### config.mk
export PLATFORM = sky130hd
export DESIGN_NAME = sram_arbiter
export DESIGN_NICKNAME = d
export VERILOG_FILES = /design/src/rtl/sram_arbiter.sv
export SDC_FILE = /design/constraint.sdc
export NUM_CORES = 1
export LEC_CHECK = 0
export ABC_AREA = 1
export ABC_CLOCK_PERIOD_IN_PS = 1600
export BUFFER_PORTS_ARGS = -buffer_cell sky130_fd_sc_hd__buf_4
export CAP_MARGIN = 20
export CELL_PAD_IN_SITES_DETAIL_PLACEMENT = 1
export CELL_PAD_IN_SITES_GLOBAL_PLACEMENT = 2
export CORE_UTILIZATION = 24
export CTS_CLUSTER_SIZE = 25
export DETAILED_ROUTE_END_ITERATION = 7
export PLACE_DENSITY_LB_ADDON = 0.1
export SYNTH_ARGS = -nofsm -noshare
export SYNTH_HDL_FRONTEND = slang
export SYNTH_SLANG_ARGS = --single-unit
### constraint.sdc
create_clock -name clock -period 1.6 [get_ports clock]
set_input_delay 0.08 -clock clock [delete_from_list [all_inputs] [get_ports clock]]
set_output_delay 0.08 -clock clock [all_outputs]
set_load 0.05 [all_outputs]
### src/rtl/sram_arbiter.sv
// Single-port asynchronous SRAM arbiter for three clients: a loader (write
// only), a CPU (read/write) and a PPU (read only). Each access walks
// IDLE -> SETUP -> STROBE (STROBE_CYCLES long) -> DONE, with the granted
// client's payload frozen at grant time so late request changes are harmless.
module sram_arbiter #(
    parameter int STROBE_CYCLES = 1
) (
    input  logic        clock,
    input  logic        reset,
    input  logic        ldr_req,
    input  logic [17:0] ldr_addr,
    input  logic [7:0]  ldr_wdata,
    output logic        ldr_ack,
    input  logic        cpu_req,
    input  logic        cpu_we,
    input  logic [17:0] cpu_addr,
    input  logic [7:0]  cpu_wdata,
    output logic        cpu_ack,
    output logic [7:0]  cpu_rdata,
    input  logic        ppu_req,
    input  logic [17:0] ppu_addr,
    output logic        ppu_ack,
    output logic [7:0]  ppu_rdata,
    output logic [17:0] sram_adr,
    output logic [15:0] sram_dout,
    input  logic [15:0] sram_din,
    output logic        sram_dq_oe,
    output logic        sram_cs_n,
    output logic        sram_oe_n,
    output logic        sram_we_n,
    output logic        busy
);

    typedef enum logic [1:0] {IDLE, SETUP, STROBE, DONE} state_t;
    typedef enum logic [1:0] {SEL_LDR, SEL_CPU, SEL_PPU} sel_t;

    // Strobe down-counter reload value; the counter reaching zero marks the
    // final strobe cycle.
    localparam logic [3:0] STROBE_LAST = 4'(STROBE_CYCLES - 1);

    state_t      state_q, state_d;
    sel_t        sel_q, sel_d;
    logic        we_q, we_d;
    logic [17:0] addr_q, addr_d;
    logic [7:0]  wdata_q, wdata_d;
    logic [3:0]  cnt_q, cnt_d;
    // 1 = PPU wins the next CPU/PPU tie, 0 = CPU wins it.
    logic        ppu_first_q, ppu_first_d;
    logic [7:0]  cpu_rdata_q, cpu_rdata_d;
    logic [7:0]  ppu_rdata_q, ppu_rdata_d;

    // Upper SRAM data byte is never used by any client.
    logic unused_din_hi;
    assign unused_din_hi = ^sram_din[15:8];

    // State and payload registers; reset aborts any access in flight.
    always_ff @(posedge clock) begin
        if (reset) begin
            state_q     <= IDLE;
            sel_q       <= SEL_LDR;
            we_q        <= 1'b0;
            addr_q      <= 18'd0;
            wdata_q     <= 8'h00;
            cnt_q       <= 4'd0;
            ppu_first_q <= 1'b1;
            cpu_rdata_q <= 8'h00;
            ppu_rdata_q <= 8'h00;
        end else begin
            state_q     <= state_d;
            sel_q       <= sel_d;
            we_q        <= we_d;
            addr_q      <= addr_d;
            wdata_q     <= wdata_d;
            cnt_q       <= cnt_d;
            ppu_first_q <= ppu_first_d;
            cpu_rdata_q <= cpu_rdata_d;
            ppu_rdata_q <= ppu_rdata_d;
        end
    end

    // Next-state logic: arbitration in IDLE, strobe timing and read capture.
    always_comb begin
        state_d     = state_q;
        sel_d       = sel_q;
        we_d        = we_q;
        addr_d      = addr_q;
        wdata_d     = wdata_q;
        cnt_d       = cnt_q;
        ppu_first_d = ppu_first_q;
        cpu_rdata_d = cpu_rdata_q;
        ppu_rdata_d = ppu_rdata_q;

        case (state_q)
            IDLE: begin
                if (ldr_req) begin
                    // Loader always wins and leaves the CPU/PPU pointer alone.
                    sel_d   = SEL_LDR;
                    we_d    = 1'b1;
                    addr_d  = ldr_addr;
                    wdata_d = ldr_wdata;
                    state_d = SETUP;
                end else if (cpu_req && (!ppu_req || !ppu_first_q)) begin
                    sel_d       = SEL_CPU;
                    we_d        = cpu_we;
                    addr_d      = cpu_addr;
                    wdata_d     = cpu_wdata;
                    ppu_first_d = 1'b1;
                    state_d     = SETUP;
                end else if (ppu_req) begin
                    sel_d       = SEL_PPU;
                    we_d        = 1'b0;
                    addr_d      = ppu_addr;
                    ppu_first_d = 1'b0;
                    state_d     = SETUP;
                end
            end
            SETUP: begin
                cnt_d   = STROBE_LAST;
                state_d = STROBE;
            end
            STROBE: begin
                if (cnt_q == 4'd0) begin
                    state_d = DONE;
                    if (!we_q) begin
                        if (sel_q == SEL_CPU) begin
                            cpu_rdata_d = sram_din[7:0];
                        end else if (sel_q == SEL_PPU) begin
                            ppu_rdata_d = sram_din[7:0];
                        end
                    end
                end else begin
                    cnt_d = cnt_q - 4'd1;
                end
            end
            DONE: begin
                state_d = IDLE;
            end
            default: begin
                state_d = IDLE;
            end
        endcase
    end

    // Strobes decode straight from registered state, so they are glitch-free
    // relative to request inputs. Write data stays driven through DONE for
    // hold time; output enable is only ever asserted on reads.
    logic active;
    assign active     = (state_q == SETUP) || (state_q == STROBE);
    assign busy       = (state_q != IDLE);
    assign sram_cs_n  = !active;
    assign sram_oe_n  = !(active && !we_q);
    assign sram_we_n  = !((state_q == STROBE) && we_q);
    assign sram_dq_oe = we_q && busy;
    assign sram_adr   = addr_q;
    assign sram_dout  = {8'h00, wdata_q};

    assign ldr_ack   = (state_q == DONE) && (sel_q == SEL_LDR);
    assign cpu_ack   = (state_q == DONE) && (sel_q == SEL_CPU);
    assign ppu_ack   = (state_q == DONE) && (sel_q == SEL_PPU);
    assign cpu_rdata = cpu_rdata_q;
    assign ppu_rdata = ppu_rdata_q;

endmodule

== Word level (Yosys, flattened, before mapping) ==
Cells that the tools add are included.
Storage, ports and cells
  bits in registers: 52
  latch bits: 0
  memory bits (writable): 0
  memory bits (read-only): 0
  input port bits: 92
  output and inout bits: 58
  logic and storage cells: 70
  memories: 0
Cells by class
  add/sub/neg operators: 1
  $mul: 0
  divide/modulo/power cells: 0
  magnitude comparators: 0
  equal/unequal tests: 8
  shift operators: 0
  multiplexer cells: 19
  bitwise operators: 3
  reductions and logical operators: 30
Operator list (count)
  $mux W18: 3
  $mux W8: 2
  $mux W2: 7
  $pmux W2 S4: 1
  $pmux W4 S2: 1
  $reduce_and A2 Y1: 4
  $reduce_bool A2 Y1: 4
  $logic_and A1 B1 Y1: 7
  $eq A2 B2 Y1 const B: 3
  $logic_not A1 Y1: 6
  $reduce_and A5 Y1: 1
  $eq A2 B1 Y1 const B: 2
  $logic_not A2 Y1: 2
  $logic_not A4 Y1: 1
  $mux W1: 4
  $mux W4: 1
  $ne A2 B2 Y1 const B: 2
  $ne A4 B4 Y1 const B: 1
  $reduce_and A4 Y1: 1
  $sub A4 B1 Y4 const B: 1
  $not A1 Y1: 3
  $reduce_and A3 Y1: 1
  $reduce_bool A3 Y1: 1
  $logic_or A1 B1 Y1: 2

== Depth between registers and ports, before layout ==
  depth after elaboration: 6
  depth in mapped cells: 8
  gate-level depth less buffers: 8

== Worst setup path before layout ==
OpenSTA, ideal clock, no wires.
  kind: reg2out
  start: register state_q[1]
  end: output ldr_ack
  arrival time: 1.587 ns
  required time: 1.520 ns
  setup slack: -0.067 ns
  cell stages (with the launch flop): 4
  buffers on the path: 0
  path through: dfxtp_1 ha_1 inv_1 nor3_1
On the way
  longest elaborated chain between the ends: 2
RTL lines
  start, declared: line 41  | state_t state_q, state_d;
  start signal, assigned: line 69  | state_q <= state_d;
  $eq A2 B2 Y1: line 157  | assign ldr_ack = (state_q == DONE) && (sel_q == SEL_LDR);
  $logic_and A1 B1 Y1: line 157
  end, declared: line 13  | output logic ldr_ack,
Every way passes these cells.

== Worst setup path in the final report ==
  start: register state_q[1]
  end: output sram_oe_n
On the way
  longest elaborated chain between the ends: 4
  elaborated cells on any way between the ends: 5
  those cells by class: 2 x eq/ne; 3 x reduce/logical
RTL lines
  $eq A2 B1 Y1 or $eq A2 B2 Y1 (tied branches): line 148  | assign active = (state_q == SETUP) || (state_q == STROBE);
  $logic_or A1 B1 Y1 *: line 148
  $logic_and A1 B1 Y1 *: line 151  | assign sram_oe_n = !(active && !we_q);
  $logic_not A1 Y1 *: line 151
  end, declared: line 29  | output logic sram_oe_n,
Mark *: on every way between the ends. The rest lies on a longest branch, timed or not.

==> flow_metrics.py <==
metrics = {
    "yosys": {
        "avgSynthCellArea_um2": 7.24,
        "mappedNetlistArea_um2": 3010,
        "synth_xor_area_frac": 0,
        "synthCells": 416,
        "ys_async_sr_fraction": 0,
        "synth_warnings": 0,
        "yosysSeqAreaShare": 0.346,
        "synth_cell_types": 30,
        "synth-compound-area-share": 0.0569,
        "yosysTopAreaCellShare": 0.346,
        "synth_edf_count": 0,
        "yosys-top-cells-area": "dfxtp_1 (35%), nand2_1 (9.8%), nand4_1 (8.9%)",
        "yosys-top-cells-count": "nand2_1 (79), nor2_1 (62), dfxtp_1 (52)",
        "synthMuxAreaShare": 0,
        "synth_simple_gate_area_frac": 0.461,
        "synth-seq-cells": 52,
        "synthMostInstantiatedCell": "nand2_1",
        "synth_top_family_by_area": "simple AND/OR/NAND/NOR gates",
        "synth_top_area_cell": "dfxtp_1",
        "synth-main-ff-cell": "dfxtp_1",
        "synth_fa_ha_area_frac": 0.0291,
    },
    "global_routing": {
        "antenna_found_initial": 0,
        "grt_pass1_vias": 3306,
        "grt.total_usage": 0.160,
        "grt.overflow.total": 0,
        "grt_max_degree": 42,
        "grt_first_pass_wirelength_um": 16300,
    },
    "cells_and_area": {
        "fill_cells": 1525,
        "utilization": 0.358,
        "areaGrowthSynthToFinish_pct": 43.8,
        "drive_gt1_frac": 0.407,
        "diodes": 0,
        "nets": 646,
        "final_cells": 716,
    },
    "clock_network": {
        "numCtsBuffers": 5,
        "clkSlewWorstSetupHoldPaths_ns": 0.08,
        "clk_path_buf_depth": 2,
        "cts.root.buffer_cell": "clkbuf_16",
        "cts_tree": "done",
        "htree_levels": 2,
        "clock_latency_ns": 0.31,
        "clkSinkCount": 52,
    },
    "floorplanning": {
        "pin_count": 150,
        "initial_core_util": 0.249,
        "die_x_um": 114,
        "coreArea_um2": 12100,
        "design.die.area_um2": 13000,
        "core.rowCount": 40,
        "die_h_um": 114,
    },
    "setup_path": {
        "crit_required_ns": 1.52,
        "arrival_ns": 1.42,
        "cp-end-kind": "primary output",
        "critPathMaxFanout": 4,
        "cp-start-kind": "flop",
        "worstSetupPathType": "reg2out",
    },
    "detailed_routing": {
        "top_layer_used": "met4",
        "vias": 3139,
        "postRouteAntennaNets": 0,
        "wire_per_inst_um": 13.9,
        "wl_met1_um": 4460,
        "drc": 0,
        "drt-initial-drc-count": 118,
        "drt_pass1_iterations": 4,
        "routed_via_density": 4.38,
        "wl_met3_um": 566,
        "met2RoutedLength_um": 4750,
        "drt-total-wl_um": 9930,
    },
    "power": {
        "peakVddDrop_v": 0.000910,
        "p_comb_frac": 0.561,
        "swShare": 0.500,
        "intPower_mw": 3.44,
        "p_per_area_nw_per_um2": 1590,
        "pwr-share-seq": 0.275,
        "p_leak_nw": 2.08,
        "switching_power_mw": 3.44,
        "p_total_mw": 6.87,
        "clock_power_share": 0.164,
    },
    "place": {
        "dp.cells": 706,
        "gp_congestion": 0.714,
        "port_buffers": 133,
        "hpwl_um": 7500,
    },
    "sta": {
        "maxClockFrequency_ghz": 0.668,
        "setup_viol": 0,
        "fin_skew_ns": 0.0121,
        "grt_setup_unrepaired": "true",
        "holdWs_ns": 0.0832,
        "finalCriticalPeriod_ns": 1.50,
        "maxSlewViolCount": 0,
        "hold_viol": 0,
        "fin_crit_sh": 0.936,
    },
    "hold_path": {
        "hold_path_class": "in2reg",
    },
    "run_status": {
        "outcome": "complete, no violations",
    },
    "job": {
        "maxCapViolations": 0,
    },
}
kinds of logic after synthesis:
family,after synthesis
other,1
AND/OR/NAND/NOR,268
AO/OA/AOI/OAI,31
flip-flops,52
buffers and inverters,57
adder cells (fa/ha/maj),7
final timing paths:
check	startpoint	to	slack (ns)	cells past startpoint
worst max-delay path	state_q[1]	sram_oe_n	0.10	4
worst min-delay path	ppu_req	sel_q[1]	0.08	3
worst max register to register	state_q[0]	cnt_q[3]	0.16	7
worst min register to register	cnt_q[0]	cnt_q[0]	0.48	1
critical path, stage by stage, from the launching register on:
cell     delay [ns]
dfxtp_2        0.36
inv_1          0.08
ha_2           0.37
nand2_1        0.10
buf_4          0.20
sequential cells by signal (all words and copies together) (netlist names):
register,cells
sram_adr,18
cpu_rdata,8
ppu_rdata,8
wdata_q,8
cnt_q,4
sel_q,2
state_q,2
ppu_first_q,1
we_q,1
power by group through the flow:
stage                     logic [mW]  registers [mW]  clock network, mW
after floorplan                 1.73            2.85                  0
after global placement          3.82            1.90                  0
after detailed placement        3.86            1.91                  0
after CTS                       3.89            1.89               1.17
after global routing            4.20            1.94               1.21
final                           3.86            1.89               1.13
area by class of cell:
class                      instances  area, um^2  area share
clock buffer                       6         129      0.0297
clock inverter                     2        16.3     0.00375
inverter                          25        98.8      0.0228
multi-input combinational        314        1690       0.390
sequential                        52        1050       0.241
tap                              168         210      0.0485
timing repair buffer             149        1140       0.264
per-layer routing:
| layer | up-vias | global-route usage |
|---|---|---|
| met1 | 1441 | 0.194 |
| met3 | 7 | 0.0404 |
| met4 | 0 | 0.0545 |
| met5 | - | 0 |
| met2 | 73 | 0.275 |
| li1 | 1618 | - |
cell usage in the layout, fill, tap and decap left out, types with 11 or more instances in the layout:
cell type / count
buf_4: 144
dfxtp_1: 48
inv_1: 15
nand2_1: 79
nand3_1: 31
nand3_2: 11
nand4_1: 43
nor2_1: 61
nor2_2: 33
o21ai_0: 11
metrics by stage:
stage / area [um^2] / TNS [ns] / setup WS (ns)
after floorplan: 3050 / 0 / 0.145
after global routing: 4330 / -0.00224 / -0.00224
after global placement: 4150 / 0 / 0.144
after CTS: 4320 / 0 / 0.0346
after detailed placement: 4150 / 0 / 0.101
final: 4330 / 0 / 0.103
repair_timing:
action | CTS | global route
endpoints found under the hold margin | 3 | 0
resized for setup | 6 | 3
setup buffers | 0 | 1
endpoints found under the setup margin | 3 | 11
hold buffers | 1 | 0
pin swaps | 0 | 1
(Power assumes the default switching activity.)
